==> src/rtl/bus_arbiter.sv <==
// bus_arbiter: two-master, one-transaction-at-a-time arbiter for the shared
// memory/MMIO bus. Round-robin between simultaneous requests, one bus strobe
// cycle per transaction, one-cycle done pulse with read data to the winner.
//
// Handshake: a master raises req with we/addr/wdata stable; its fields are
// latched when it is granted (IDLE -> ISSUE). The master sees done=1 for
// exactly one cycle, and rdata is valid from that cycle until its next read
// completes. A master must drop req by the cycle after done. A request that
// drops mid-transaction does not cancel it.
module bus_arbiter #(
  parameter int unsigned READ_LATENCY = 1,
  parameter logic [63:0] RAM_BASE     = 64'h0000_0000_0001_0000
) (
  input  logic        clk,
  input  logic        reset,
  input  logic        m0_req,
  input  logic        m1_req,
  input  logic        m0_we,
  input  logic        m1_we,
  input  logic [63:0] m0_addr,
  input  logic [63:0] m1_addr,
  input  logic [63:0] m0_wdata,
  input  logic [63:0] m1_wdata,
  output logic        m0_done,
  output logic        m1_done,
  output logic [63:0] m0_rdata,
  output logic [63:0] m1_rdata,
  output logic [63:0] bus_address,
  output logic [63:0] bus_write_data,
  output logic        bus_write_enable,
  output logic        bus_read_enable,
  input  logic [63:0] bus_read_data,
  output logic        busy,
  output logic        grant,
  output logic [1:0]  dbg_state
);

  typedef enum logic [1:0] {
    S_IDLE  = 2'd0,
    S_ISSUE = 2'd1,
    S_WAIT  = 2'd2,
    S_DONE  = 2'd3
  } state_t;

  state_t      state;
  logic        last_grant;
  logic        lat_we;
  logic [3:0]  cnt;
  logic        pick;

  assign dbg_state = state;

  // Winner for the next grant: sole requester, or the master that did not win last time.
  always_comb begin
    pick = 1'b0;
    if (m0_req && m1_req) pick = ~last_grant;
    else                  pick = m1_req;
  end

  // Transaction FSM; every output is registered and set on the edge entering its state.
  always_ff @(posedge clk or negedge reset) begin
    if (!reset) begin
      state            <= S_IDLE;
      last_grant       <= 1'b1;
      grant            <= 1'b1;
      busy             <= 1'b0;
      lat_we           <= 1'b0;
      cnt              <= 4'd0;
      m0_done          <= 1'b0;
      m1_done          <= 1'b0;
      m0_rdata         <= 64'd0;
      m1_rdata         <= 64'd0;
      bus_address      <= RAM_BASE;
      bus_write_data   <= 64'd0;
      bus_write_enable <= 1'b0;
      bus_read_enable  <= 1'b0;
    end else begin
      // Pulses and strobes default low; each state re-asserts what it needs.
      m0_done          <= 1'b0;
      m1_done          <= 1'b0;
      bus_write_enable <= 1'b0;
      bus_read_enable  <= 1'b0;
      bus_write_data   <= 64'd0;
      case (state)
        S_IDLE: begin
          if (m0_req || m1_req) begin
            state      <= S_ISSUE;
            busy       <= 1'b1;
            grant      <= pick;
            last_grant <= pick;
            lat_we     <= pick ? m1_we : m0_we;
            // The bus address/data registers double as the latched request fields.
            bus_address <= pick ? m1_addr : m0_addr;
            if (pick ? m1_we : m0_we) begin
              bus_write_enable <= 1'b1;
              bus_write_data   <= pick ? m1_wdata : m0_wdata;
            end else begin
              bus_read_enable  <= 1'b1;
            end
          end
        end
        S_ISSUE: begin
          if (lat_we) begin
            state       <= S_DONE;
            bus_address <= RAM_BASE;
            if (grant) m1_done <= 1'b1;
            else       m0_done <= 1'b1;
          end else begin
            state <= S_WAIT;
            cnt   <= 4'(READ_LATENCY);
          end
        end
        S_WAIT: begin
          cnt <= cnt - 4'd1;
          if (cnt == 4'd1) begin
            state       <= S_DONE;
            bus_address <= RAM_BASE;
            if (grant) begin
              m1_rdata <= bus_read_data;
              m1_done  <= 1'b1;
            end else begin
              m0_rdata <= bus_read_data;
              m0_done  <= 1'b1;
            end
          end
        end
        S_DONE: begin
          state <= S_IDLE;
          busy  <= 1'b0;
        end
        default: begin
          state <= S_IDLE;
          busy  <= 1'b0;
        end
      endcase
    end
  end

endmodule

==> config.mk <==
export PLATFORM = sky130hd
export DESIGN_NAME = bus_arbiter
export DESIGN_NICKNAME = d
export VERILOG_FILES = /design/src/rtl/bus_arbiter.sv
export SDC_FILE = /design/constraint.sdc
export NUM_CORES = 1
export LEC_CHECK = 0
export CAP_MARGIN = 20
export CELL_PAD_IN_SITES_DETAIL_PLACEMENT = 0
export CELL_PAD_IN_SITES_GLOBAL_PLACEMENT = 1
export CORE_AREA = 3 3 227 229
export DETAILED_ROUTE_END_ITERATION = 8
export DIE_AREA = 0 0 230 232
export PLACE_DENSITY = 0.61
export SKIP_LAST_GASP = 1
export SLEW_MARGIN = 10
export SYNTH_ARGS = -nofsm -noshare
export SYNTH_HDL_FRONTEND = slang
export SYNTH_SLANG_ARGS = --single-unit
export TNS_END_PERCENT = 5
==> constraint.sdc <==
create_clock -name clk -period 2.55 [get_ports clk]
set_input_delay 0.255 -clock clk [delete_from_list [all_inputs] [get_ports clk]]
set_output_delay 0.255 -clock clk [all_outputs]
set_load 0.05 [all_outputs]
# Word level (Yosys, flattened, before mapping)

Cells that the tools add are included.

Register bits: 269
Input bits: 326
Output and inout bits: 264
Logic and storage cells: 69

Add/sub/neg operators: 1
Eq/ne operators: 8
Muxes and demuxes: 33
Bitwise gates (word level): 1
Reductions and logical operators: 13

Operator list:

| kind                  | count |
|---|---|
| $mux W64              | 8 |
| $pmux W64 S3          | 1 |
| $mux W1               | 16 |
| $ne A2 B2 Y1 const B  | 4 |
| $pmux W2 S4           | 1 |
| $pmux W4 S2           | 1 |
| $reduce_and A2 Y1     | 4 |
| $pmux W1 S2           | 3 |
| $reduce_and A3 Y1     | 2 |
| $eq A2 B2 Y1 const B  | 2 |
| $eq A4 B1 Y1 const B  | 1 |
| $mux W2               | 2 |
| $mux W4               | 1 |
| $reduce_and A4 Y1     | 1 |
| $reduce_bool A2 Y1    | 2 |
| $sub A4 B1 Y4 const B | 1 |
| $reduce_bool A3 Y1    | 1 |
| $eq A2 B1 Y1 const B  | 1 |
| $logic_not A2 Y1      | 1 |
| $logic_and A1 B1 Y1   | 1 |
| $logic_or A1 B1 Y1    | 1 |
| $not A1 Y1            | 1 |

# Longest topological paths before layout

Depth after elaboration: 6
Depth in mapped cells: 7
Depth with buffers taken out: 5

# Least setup slack after synthesis

No wires, ideal clock.

Kind: register to register
Start point: register state[0] (netlist: dbg_state[0])
End point: register m1_rdata[13]
Library setup time: 0.125 ns
Data arrival time: 2.142 ns
Required time: 2.425 ns
Slack: 0.283 ns
Stages on the path, launching flop included: 7
Path buffers: 2
Clock period less this slack: 2.267 ns
Cells stage by stage: dfrtp_1 -> inv_1 -> ha_1 -> buf_2 -> nand3_1 -> clkbuf_1 -> mux2_2

Longest elaborated chain between the ends: 2

RTL lines:

| element                     | RTL line | RTL |
|---|---|---|
| from (decl)                 | 45       | `state_t state;` |
| from (signal assigned)      | 63       | `state <= S_IDLE;` |
| from (signal assigned)      | 87       | `state <= S_ISSUE;` |
| from (signal assigned)      | 104      | `state <= S_DONE;` |
| $eq A2 B2 Y1                | 84       | `case (state)` |
| $reduce_and A3 Y1 (no line) | -        |  |
| to (signal assigned)        | 119      | `m1_rdata <= bus_read_data;` |
| to (decl)                   | 27       | `output logic [63:0] m1_rdata,` |

No other way between the ends.
A chain may end at the register's enable or synchronous reset.

==> flow_metrics.tcl <==
set metrics [dict create \
    async_reset_ff_share_pct 100 \
    numCtsBuffers 31 \
    drt_iter0_drc 301 \
    fmax_mhz 413 \
    start_kind "register" \
    synth_area_leaders "dfrtp_1 (61%), mux2i_1 (12%), mux2_2 (8.1%), o2bb2ai_1 (5.2%), mux2_1 (5.2%)" \
    place.detailed.hpwl_um 31900 \
    antenna_found_initial 3 \
    grt_pass1_vias 9310 \
    die_w_um 230 \
    peakVddDrop_uv 578 \
    clock_skew_ns 0.0113 \
    arrival_ns 2.17 \
    port_buffers 589 \
    rr_worst_depth 6 \
    num_rows 82 \
    p_sw_share_pct 45.3 \
    grt_pass1_wl_um 61200 \
    synthToLayoutAreaGrowth_pct 73.0 \
    p_sw_mw 11.6 \
    clk_pin_slew_worst_paths_ns 0.06 \
    synth_edf_count 0 \
    ys_seq_area_share_pct 61.0 \
    synth_warnings 0 \
    startpoint "last_grant$_DFFE_PN1P_" \
    synth_cell_types 35 \
    clockRootBuffer "clkbuf_16" \
    endpoint "grant" \
    grt_max_degree 65 \
    drive_gt1_share_pct 12.7 \
    worstPathCellList "clkdlybuf4s50_1" \
    dr.pass1.iters 4 \
    slowest_delay_ns 0.89 \
    syn-cell-area_um2 11000 \
    p_seq_share_pct 26.6 \
    drc_errors 0 \
    grt_overflow 0 \
    yosysTopAreaCellShare_pct 60.6 \
    endpoint_kind "primary output" \
    design_area_um2 19100 \
    seqCellArea_um2 6730 \
    coreArea_um2 49900 \
    io_pins 590 \
    layout_setup_ws_ns 0.127 \
    cp_slowest_cell "clkdlybuf4s50_1" \
    status "complete, no violations" \
    cp_num_buf_inv 1 \
    worst-path-stages 1 \
    die_h_um 232 \
    clk_path_buf_depth 3 \
    power_density_nw_per_um2 1340 \
    worstPathMaxFanout 9 \
    crit_family "buffers and inverters" \
    hold_violations 0 \
    place_congestion 0.737 \
    cts_tree "yes" \
    grtUsageTotal_pct 15.0 \
    htreeDepth 1 \
    fillers 4941 \
    dpl_worst_slack_ns 0.352 \
    routedWlPerCell_um 20.3 \
    p_clk_share_pct 19.4 \
    synth_largest_area_cell "dfrtp_1" \
    hold_ws_ns 0.197 \
    slew_viol_final 0 \
    clk_latency_ns 0.57 \
    multi_input_area_um2 4080 \
    worstReg2RegStart "cnt[1]$_DFFE_PN0P_" \
    placed_area_um2 17900 \
    wl_um 41900 \
    cts.sinks 269 \
    synthFlopType "dfrtp_1" \
    avgSynthCellArea_um2 14.4 \
    worstReg2RegEnd "m0_rdata[28]$_DFFE_PN0P_" \
    worstSetupPathType "reg2out" \
    p_leak_nw 7.91 \
    fin_setup_tns_ns 0 \
    r2r_slack_ns 0.39 \
    tightest_slew_ns 0.700 \
    period_needed_ns 2.42 \
    start_util_pct 22.1 \
    max-cap-violations 0 \
    slew_headroom_pct 53.2 \
    p_int_mw 14.0 \
    rsz0062_at_grt "no" \
    combPwrFrac_pct 54.0 \
    postSynthNetCount 1098 \
    synthesis.instances 766 \
    die-area_um2 53400 \
    ant_nets 0 \
    num-nets-final 1696 \
    routed_via_density 4.19 \
    setup_viol 0 \
    min_path_type "in2async" \
    final_min_period_over_clock_period_pct 95.0 \
    num_vias 8630 \
    synth-seq-cells 269 \
    required_ns 2.30 \
]
[layer usage]
metal / GRT usage, % / routed length (um)
met1: 17.7 / 16600
met4: 2.94 / 602
met3: 6.02 / 4320
met5: 0 / 13
met2: 25.9 / 20400
[sequential cells by signal, summed over array words and instances (netlist names), 2 cells and up]
name	count
bus_address	64
bus_write_data	64
m0_rdata	64
m1_rdata	64
cnt	4
dbg_state	2
[worst reg2reg max path, cell delays in order (launching register included)]
cell and delay, ns:
dfrtp_1 0.39, inv_1 0.09, ha_1 0.16, or3b_4 0.42, nor3_4 0.17, buf_12 0.34, mux2_2 0.48
[metrics by stage]
stage               utilization, %  power (mW)  std cells
floorplan                        -        15.4        766
global placement              36.0        20.8       2002
detailed placement            36.0        20.9       2002
CTS                           38.3        26.0       2061
global route                  38.3        26.8       2062
finish                        38.3        25.6       2062
[synth_stat cells (2+ instances only)]
| cell type | n |
|---|---|
| mux2i_1 | 131 |
| buf_6 | 6 |
| clkbuf_1 | 28 |
| mux2_2 | 79 |
| ha_1 | 6 |
| mux2_1 | 51 |
| a21oi_1 | 5 |
| buf_1 | 4 |
| nor3_1 | 65 |
| nand2b_1 | 2 |
| nor2_1 | 6 |
| buf_2 | 15 |
| inv_1 | 7 |
| a211oi_1 | 2 |
| o2111ai_1 | 3 |
| dfstp_2 | 2 |
| o21ai_0 | 3 |
| nand3_1 | 2 |
| nand2_1 | 2 |
| dfrtp_1 | 267 |
| o2bb2ai_1 | 66 |
[cell usage in the layout (no fill, tap or decap), drive strengths merged, types with 3 or more instances in the layout]
cell	instances
nor3	66
mux2	130
o21ai	3
clkinv	7
dfrtp	267
buf	30
clkdlybuf4s50	588
bufinv	7
inv	10
nor2	6
o2111ai	3
clkbuf	40
mux2i	131
a21oi	5
o2bb2ai	66
ha	6
[area by class of cell]
type                       count  area share [%]
clock inverter                18            1.47
multi-input combinational    435            21.4
tap                          672            4.40
inverter                       8           0.157
timing repair buffer         619            32.8
sequential                   269            35.3
antenna                        1          0.0131
clock buffer                  40            4.50
[how the worst min path moves through the flow]
stage | slack [ns] | startpoint | end | cells past startpoint
floorplan | -0.04 | reset | bus_address[0]$_DFFE_PN0P_ | 0
global placement | 0.23 | reset | m1_rdata[57]$_DFFE_PN0P_ | 1
detailed placement | 0.23 | reset | m1_rdata[57]$_DFFE_PN0P_ | 1
CTS | 0.20 | reset | m1_rdata[57]$_DFFE_PN0P_ | 2
global route | 0.22 | reset | m1_rdata[57]$_DFFE_PN0P_ | 2
finish | 0.20 | reset | m1_rdata[57]$_DFFE_PN0P_ | 2
[power by group through the flow]
stage / clock (mW) / combinational (mW) / sequential (mW)
3_5_place_dp: 0 / 14.0 / 6.87
5_1_grt: 5.30 / 14.5 / 7.01
6_report: 4.96 / 13.8 / 6.81
4_1_cts: 5.14 / 14.0 / 6.83
2_1_floorplan: 0 / 3.23 / 12.1
3_3_place_gp: 0 / 13.9 / 6.86
[timing repair]
| item | in CTS | in global routing |
|---|---|---|
| buffers inserted | 0 | 0 |
| hold endpoints to repair | 45 | 0 |
| hold buffers | 1 | 0 |
| gates resized for setup | 0 | 0 |
[logic make-up after synthesis]
group	after synthesis	synth area share, %
flip-flops	269	61.0
AND/OR/NAND/NOR	82	3.92
adder cells (fa/ha/maj)	6	0.680
multiplexers	261	25.2
buffers and inverters	62	2.72
AO/OA/AOI/OAI	86	6.50
Power figures use the tool's default switching activity.
